`config.mk`:
```
export PLATFORM = sky130hd
export DESIGN_NAME = up_down_count_monitor
export DESIGN_NICKNAME = d
export VERILOG_FILES = /design/src/rtl/up_down_count_pkg.sv /design/src/rtl/up_down_count_monitor_sat_counter.sv /design/src/rtl/up_down_count_monitor.sv
export SDC_FILE = /design/constraint.sdc
export NUM_CORES = 1
export LEC_CHECK = 0
export ABC_AREA = 1
export CORE_UTILIZATION = 40
export CTS_BUF_LIST = sky130_fd_sc_hd__clkbuf_4 sky130_fd_sc_hd__clkbuf_8 sky130_fd_sc_hd__clkbuf_16
export CTS_CLUSTER_SIZE = 10
export DETAILED_ROUTE_END_ITERATION = 7
export HOLD_SLACK_MARGIN = 0.02
export MAX_ROUTING_LAYER = met4
export PLACE_DENSITY_LB_ADDON = 0.12
export SETUP_SLACK_MARGIN = 0.2
export SYNTH_ARGS = -nofsm -noshare
export SYNTH_HDL_FRONTEND = slang
export SYNTH_SLANG_ARGS = --single-unit
```
`constraint.sdc`:
```
create_clock -name clk -period 4.8 [get_ports clk]
set_input_delay 0.72 -clock clk [delete_from_list [all_inputs] [get_ports clk]]
set_output_delay 0.72 -clock clk [all_outputs]
set_load 0.005 [all_outputs]
```
`src/rtl/up_down_count_pkg.sv`:
```
// Shared definitions for the up/down counter observation blocks.
//   mon_state_e : monitor state encoding (ACQUIRE, TRACK, FAULT)
//   COUNT_W     : default count bus width
//   STAT_W      : default statistics counter width
package up_down_count_pkg;

    typedef enum logic [1:0] {
        ACQUIRE = 2'd0,
        TRACK   = 2'd1,
        FAULT   = 2'd2
    } mon_state_e;

    localparam int COUNT_W = 4;
    localparam int STAT_W  = 16;

endpackage

```
`src/rtl/up_down_count_monitor_sat_counter.sv`:
```
// Saturating incrementer used for the monitor's step statistics.
// Ports:
//   clk   in  : clock, rising edge
//   rst_n in  : synchronous active-low reset
//   clear in  : synchronous soft clear, same effect as reset
//   inc   in  : add one this cycle unless already at all-ones
//   count out : CNT_W-bit count, holds at 2^CNT_W-1
module sat_counter
    import up_down_count_pkg::*;
#(
    parameter int CNT_W = STAT_W
) (
    input  logic             clk,
    input  logic             rst_n,
    input  logic             clear,
    input  logic             inc,
    output logic [CNT_W-1:0] count
);

    localparam logic [CNT_W-1:0] ONE = CNT_W'(1);

    always_ff @(posedge clk) begin
        if (!rst_n || clear) begin
            count <= '0;
        end else if (inc && (count != '1)) begin
            count <= count + ONE;
        end
    end

endmodule

```
`src/rtl/up_down_count_monitor.sv`:
```
// Receive-side checker for an up/down counter's count bus. Recovers the
// commanded direction from consecutive samples, flags illegal steps,
// recognises jumps to zero as counter resets and keeps up/down statistics.
// Ports:
//   clk          in  : clock, rising edge
//   rst_n        in  : synchronous active-low reset
//   clear        in  : synchronous soft clear, same effect as reset
//   sample_valid in  : sample carries a valid observation this cycle
//   sample       in  : observed count value
//   dir_valid    out : pulse, legal unit step decoded
//   dir_up       out : direction of last legal step (1 = up), held
//   resync       out : pulse, jump to zero accepted as counter reset
//   step_err     out : pulse, illegal step detected
//   locked       out : high while tracking
//   fault        out : high while faulted
//   up_cnt       out : saturating count of legal up steps
//   down_cnt     out : saturating count of legal down steps
//
// state   | meaning
// ACQUIRE | no reference sample held
// TRACK   | reference held, steps being decoded
// FAULT   | ERR_LIMIT consecutive illegal steps; frozen until clear/reset
module up_down_count_monitor
    import up_down_count_pkg::*;
#(
    parameter int WIDTH     = COUNT_W,
    parameter int CNT_W     = STAT_W,
    parameter int ERR_LIMIT = 3
) (
    input  logic             clk,
    input  logic             rst_n,
    input  logic             clear,
    input  logic             sample_valid,
    input  logic [WIDTH-1:0] sample,
    output logic             dir_valid,
    output logic             dir_up,
    output logic             resync,
    output logic             step_err,
    output logic             locked,
    output logic             fault,
    output logic [CNT_W-1:0] up_cnt,
    output logic [CNT_W-1:0] down_cnt
);

    localparam logic [WIDTH-1:0] STEP_ONE = WIDTH'(1);
    localparam logic [3:0]       ERR_LIM  = 4'(ERR_LIMIT);

    mon_state_e       state;
    logic [WIDTH-1:0] prev;
    logic [3:0]       err_run;
    logic [WIDTH-1:0] delta;
    logic [3:0]       err_next;
    logic             track_hit;
    logic             is_up;
    logic             is_down;

    // Modulo-2^WIDTH difference makes wrap-around a plain unit step.
    assign delta     = sample - prev;
    assign err_next  = err_run + 4'd1;
    assign track_hit = sample_valid && (state == TRACK);
    assign is_up     = (delta == STEP_ONE);
    assign is_down   = (delta == '1);

    always_ff @(posedge clk) begin
        if (!rst_n || clear) begin
            state     <= ACQUIRE;
            prev      <= '0;
            err_run   <= '0;
            dir_valid <= 1'b0;
            dir_up    <= 1'b0;
            resync    <= 1'b0;
            step_err  <= 1'b0;
            locked    <= 1'b0;
            fault     <= 1'b0;
        end else begin
            dir_valid <= 1'b0;
            resync    <= 1'b0;
            step_err  <= 1'b0;
            if (sample_valid) begin
                case (state)
                    ACQUIRE: begin
                        prev   <= sample;
                        state  <= TRACK;
                        locked <= 1'b1;
                    end
                    TRACK: begin
                        prev <= sample;
                        if (is_up) begin
                            dir_valid <= 1'b1;
                            dir_up    <= 1'b1;
                            err_run   <= '0;
                        end else if (is_down) begin
                            dir_valid <= 1'b1;
                            dir_up    <= 1'b0;
                            err_run   <= '0;
                        end else if (sample == '0) begin
                            resync  <= 1'b1;
                            err_run <= '0;
                        end else begin
                            step_err <= 1'b1;
                            err_run  <= err_next;
                            if (err_next == ERR_LIM) begin
                                state  <= FAULT;
                                locked <= 1'b0;
                                fault  <= 1'b1;
                            end
                        end
                    end
                    default: begin
                        // FAULT: samples ignored until clear or reset
                    end
                endcase
            end
        end
    end

    sat_counter #(.CNT_W(CNT_W)) u_up_cnt (
        .clk   (clk),
        .rst_n (rst_n),
        .clear (clear),
        .inc   (track_hit && is_up),
        .count (up_cnt)
    );

    sat_counter #(.CNT_W(CNT_W)) u_down_cnt (
        .clk   (clk),
        .rst_n (rst_n),
        .clear (clear),
        .inc   (track_hit && is_down),
        .count (down_cnt)
    );

endmodule

```
; After elaboration in Yosys (flattened, before gate mapping)
; Cells that the tools add are included.
[word_totals]
register_bits = 48
in_bits = 8
out_inout_bits = 38
wordCells = 68
[op_classes]
add_sub_neg = 4
eq_ne = 10
muxes = 19
bitwise_logic = 5
reduce_logical = 19
[op_table]
columns = operator, count
row1 = "adder 16 x 1 -> 16 bit, second input constant", 2
row2 = "!= test 16 bit, second input constant", 2
row3 = 2-to-1 mux 4 bit, 3
row4 = AND reduction 6 bit, 2
row5 = 2-to-1 mux 1 bit, 10
row6 = 2-to-1 mux 2 bit, 4
row7 = "!= test 2 bit, second input constant", 3
row8 = logical AND 1 bit, 5
row9 = NOT 1 bit, 5
row10 = OR reduction 5 bit, 1
row11 = "adder 4 x 1 -> 4 bit, second input constant", 1
row12 = "== test 4 x 1 -> 1 bit, second input constant", 1
row13 = "== test 4 x 2 -> 1 bit, second input constant", 1
row14 = "== test 4 bit, second input constant", 1
row15 = zero test 4 bit, 1
row16 = case mux 2 bit (2 select lines), 1
row17 = AND reduction 2 bit, 2
row18 = nonzero test 2 bit, 2
row19 = subtractor 4 bit, 1
row20 = AND reduction 3 bit, 1
row21 = OR reduction 3 bit, 1
row22 = "== test 2 x 1 -> 1 bit, second input constant", 1
row23 = zero test 2 bit, 1
row24 = "!= test 2 x 1 -> 1 bit, second input constant", 1
row25 = other kinds (4), 4

; Logic depth before layout (Yosys ltp)
[logic_depth]
word_depth = 7
depth_mapped = 14
ltp_nobuf = 14

; By module
; From an unflattened synthesis, not the netlist that was laid out.
[unflattened]
hier_cells = 397
area_unflattened_um2 = 2738.9
[by_module_without_submodules]
columns = mod, instances, cells_per_inst, area_each_um2, seq_area_each_um2
row1 = sat_counter, 2, 145, 962.2, 320.3
row2 = up_down_count_monitor, 1, 107, 814.5, 300.3

; Worst setup path after synthesis
; OpenSTA, ideal clock, no wires.
[synth_timing]
path_kind = input to register
from = input sample[0]
to = register u_up_cnt.count[6]
setup_time_ps = 69
t_arrival_ps = 2450
t_required_ps = 4731
path_slack_ps = 2281
cell_stages = 11
n_path_buf = 1
cell_sequence = inv_1 ha_1 inv_1 fa_1 or2_1 a21oi_4 nand3_4 nor2_8 buf_12 nand3_2 a21oi_2
[synth_via]
elab_chain_cells = 4
[synth_lines]
columns = element, line
row1 = "start, declared", up_down_count_monitor.sv:34  ; input logic [WIDTH-1:0] sample,
row2 = subtractor 4 bit, up_down_count_monitor.sv:58  ; assign delta = sample - prev;
row3 = == test 4 x 1 -> 1 bit, up_down_count_monitor.sv:61  ; assign is_up = (delta == STEP_ONE);
row4 = logical AND 1 bit, up_down_count_monitor.sv:121  ; .inc (track_hit && is_up),
row5 = logical AND 1 bit, up_down_count_monitor_sat_counter.sv:25  ; end else if (inc && (count != '1)) begin
row6 = "end signal, assigned", up_down_count_monitor_sat_counter.sv:26  ; count <= count + ONE;
row7 = "end, declared", up_down_count_monitor_sat_counter.sv:17  ; output logic [CNT_W-1:0] count
; No other way between the ends.
; A chain may end at the register's enable or synchronous reset.

; Worst setup path after layout
[layout_timing]
from = input sample[0]
to = register u_up_cnt.count[5]
; Same word-level chain as after synthesis.

==> results.sh <==
export IMPL_post_cts_resized=0
export IMPL_crit_arrival_ns=3.14
export IMPL_path_class="in2reg"
export IMPL_synthesis_nets=440
export IMPL_cpPeakStageDelay_ns=0.47
export IMPL_place_ws_ns=1.55
export IMPL_cpMaxStageDelayCell="clkdlybuf4s50_1"
export IMPL_ys_seq_area_share_pct=30.3
export IMPL_final_cell_count_no_fill=567
export IMPL_fin_util_pct=50.3
export IMPL_holdWs_ns=0.457
export IMPL_cts_tree="done"
export IMPL_rows=31
export IMPL_synth_area_leaders="dfxtp_1 (30%), nand2_1 (14%), nand3_2 (6.5%)"
export IMPL_power_mw=0.764
export IMPL_grt_max_degree=24
export IMPL_drive_gt1_share_pct=15.6
export IMPL_cts_setup_buffers=0
export IMPL_fin_setup_tns_ns=0
export IMPL_relSlewSlack_pct=50.8
export IMPL_dp_cells=559
export IMPL_synth_top_area_share_pct=30.3
export IMPL_yosysMostFrequentCell="nand2_1"
export IMPL_setup_slack_ns=1.90
export IMPL_cts_made_buffers=5
export IMPL_required_ns=5.04
export IMPL_cts_buffer_depth=2
export IMPL_use_met2_pct=31.9
export IMPL_end_kind="flop"
export IMPL_grt_first_pass_wirelength_um=12000
export IMPL_cts_hold_buf=0
export IMPL_totalWireLength_um=6910
export IMPL_vdd_ir_drop_max_v=0.000105
export IMPL_fin_crit_ns=2.90
export IMPL_worstPathMaxFanout=17
export IMPL_syn_mean_instance_area_um2=7.32
export IMPL_crit_chain="clkdlybuf4s50_1 > inv_1 > ha_1 > inv_1 > fa_1 > or2_1 > a21oi_4 > nand3_4 > nor2_8 > nand3_1 > a21oi_1"
export IMPL_core_um2=7370
export IMPL_drc=0
export IMPL_worstMarginPinSlew_ns=0.736
export IMPL_wl_per_cell_um=12.2
export IMPL_max_freq_mhz=344
export IMPL_final_max_slew_viol_count=0
export IMPL_place_congestion=0.858
export IMPL_power_density_nw_per_um2=206
export IMPL_portBuffers=45
export IMPL_cp_start_kind="input pin"
export IMPL_drt_iter0_drc=114
export IMPL_synth_largest_area_cell="dfxtp_1"
export IMPL_status="finished clean"
export IMPL_n_antenna_cell=0
export IMPL_top_usage_layer="met2"
export IMPL_die_area_um2=8110
export IMPL_synth_edf_count=0
export IMPL_rsz0062_at_grt="no"
export IMPL_die_y_um=90.1
export IMPL_grt_overflow=0
export IMPL_post_route_period_util_pct=60.5
export IMPL_nNetsFinal=483
export IMPL_grt_total_usage_pct=18.2
export IMPL_p_leak_nw=1.33
export IMPL_synth_top_cells_by_count="nand2_1 (112), dfxtp_1 (47), inv_1 (47)"
export IMPL_insertion_delay_ns=0.31
export IMPL_io_pins=46
export IMPL_ctsHtreeMaxLevel=2
export IMPL_worst_path_buf_inv=3
export IMPL_final_area_um2=3700
export IMPL_start_util_pct=42.1
export IMPL_first_global_vias=2606
export IMPL_finalSetupViolations=0
export IMPL_fill_cells=748
export IMPL_clkSinkCount=47
export IMPL_cp_top_family="simple AND/OR/NAND/NOR gates"
export IMPL_viasPerCell=4.94
export IMPL_synthArstFlopShare_pct=0
export IMPL_fp_dieW_um=90.1
export IMPL_post_dp_hpwl_um=4960
export IMPL_clock_root_buffer="clkbuf_8"
export IMPL_yosys_warnings=0
export IMPL_min_path_type="reg2reg"
export IMPL_reg2reg_setup_slack_ns=2.53
export IMPL_antenna_left=0
export IMPL_synth_cells=424
export IMPL_synth_cell_types=33
export IMPL_yosys_register_bits=47
export IMPL_num_vias=2801
export IMPL_final_hold_viol_count=0
export IMPL_syn2layout_area_growth_pct=19.4
export IMPL_synth_area_um2=3100
export IMPL_cts_clk_slew_worst_paths_ns=0.09
export IMPL_synthFlopType="dfxtp_1"
export IMPL_cp_common_cell="inv_1"
export IMPL_first_pass_iters=4
export IMPL_dpl_cell_area_um2=3590
export IMPL_grt_antenna_before_repair=0
export IMPL_gr_usage_met3_pct=2.54
export IMPL_max_cap_violations=0
export IMPL_use_met1_pct=22.1
export IMPL_skew_ns=0.0142
[cells by family (layout without fill, tap and decap cells)]
group,after synthesis,after routing,share of synthesized area [%]
flip-flops,47,47,30.3
AO/OA/AOI/OAI,56,56,11.8
adder cells (fa/ha/maj),8,8,3.47
AND/OR/NAND/NOR,231,231,39.2
buffers and inverters,61,105,9.28
XOR/XNOR,21,21,5.93
[per-layer routing]
| metal | vias up | share of wire [%] |
|---|---|---|
| met2 | 42 | 48 |
| met5 | - | 0 |
| met3 | 7 | 2.8 |
| met4 | 0 | 0.98 |
| li1 | 1453 | - |
| met1 | 1299 | 48 |
[cell usage in the layout (no fill, tap or decap), types with 2 or more instances in the layout]
cell / n
nand3_4: 2
nand4_1: 10
ha_1: 7
nand3b_1: 2
o21ai_0: 11
clkbuf_8: 5
xor2_1: 11
nand4_4: 2
xnor2_1: 10
a21oi_2: 20
nand3_1: 28
inv_1: 47
nor2_1: 36
nand2_2: 9
clkdlybuf4s50_1: 45
nor2_2: 2
inv_2: 3
a21oi_1: 24
nor2_8: 3
dfxtp_1: 47
nand3_2: 20
nand2_1: 112
[worst min-delay path, cell delays in order (launching register included)]
cell     delay [ns]
dfxtp_1        0.32
inv_1          0.05
a21oi_1        0.05
[registers in the layout (all words and copies together) (netlist names)]
signal and flops:
u_down_cnt.count 16, u_up_cnt.count 16, err_run 4, prev 4, state 2, dir_up 1, dir_valid 1, fault 1
resync 1, step_err 1
[final timing paths]
path / start / endpoint / cells past startpoint
worst max-delay path: sample[0] / u_up_cnt.count[5] / 11
worst max register to register: prev[0] / u_up_cnt.count[5] / 9
worst min-delay path: prev[0] / prev[0] / 2
worst min register to register: prev[0] / prev[0] / 2
[cell type report]
cell class | instances | area [um2] | share of cell area [%]
clock buffer | 5 | 68.8 | 1.86
clock inverter | 3 | 46.3 | 1.25
inverter | 51 | 194 | 5.23
multi-input combinational | 316 | 1870 | 50.6
sequential | 47 | 941 | 25.4
tap | 99 | 124 | 3.34
timing repair buffer | 46 | 458 | 12.4
[where the power goes]
group | switching (mW) | internal (mW)
clock | 0.150 | 0.157
combinational | 0.0425 | 0.0210
sequential | 0.00114 | 0.392
total | 0.194 | 0.570
Power figures use the tool's default switching activity.
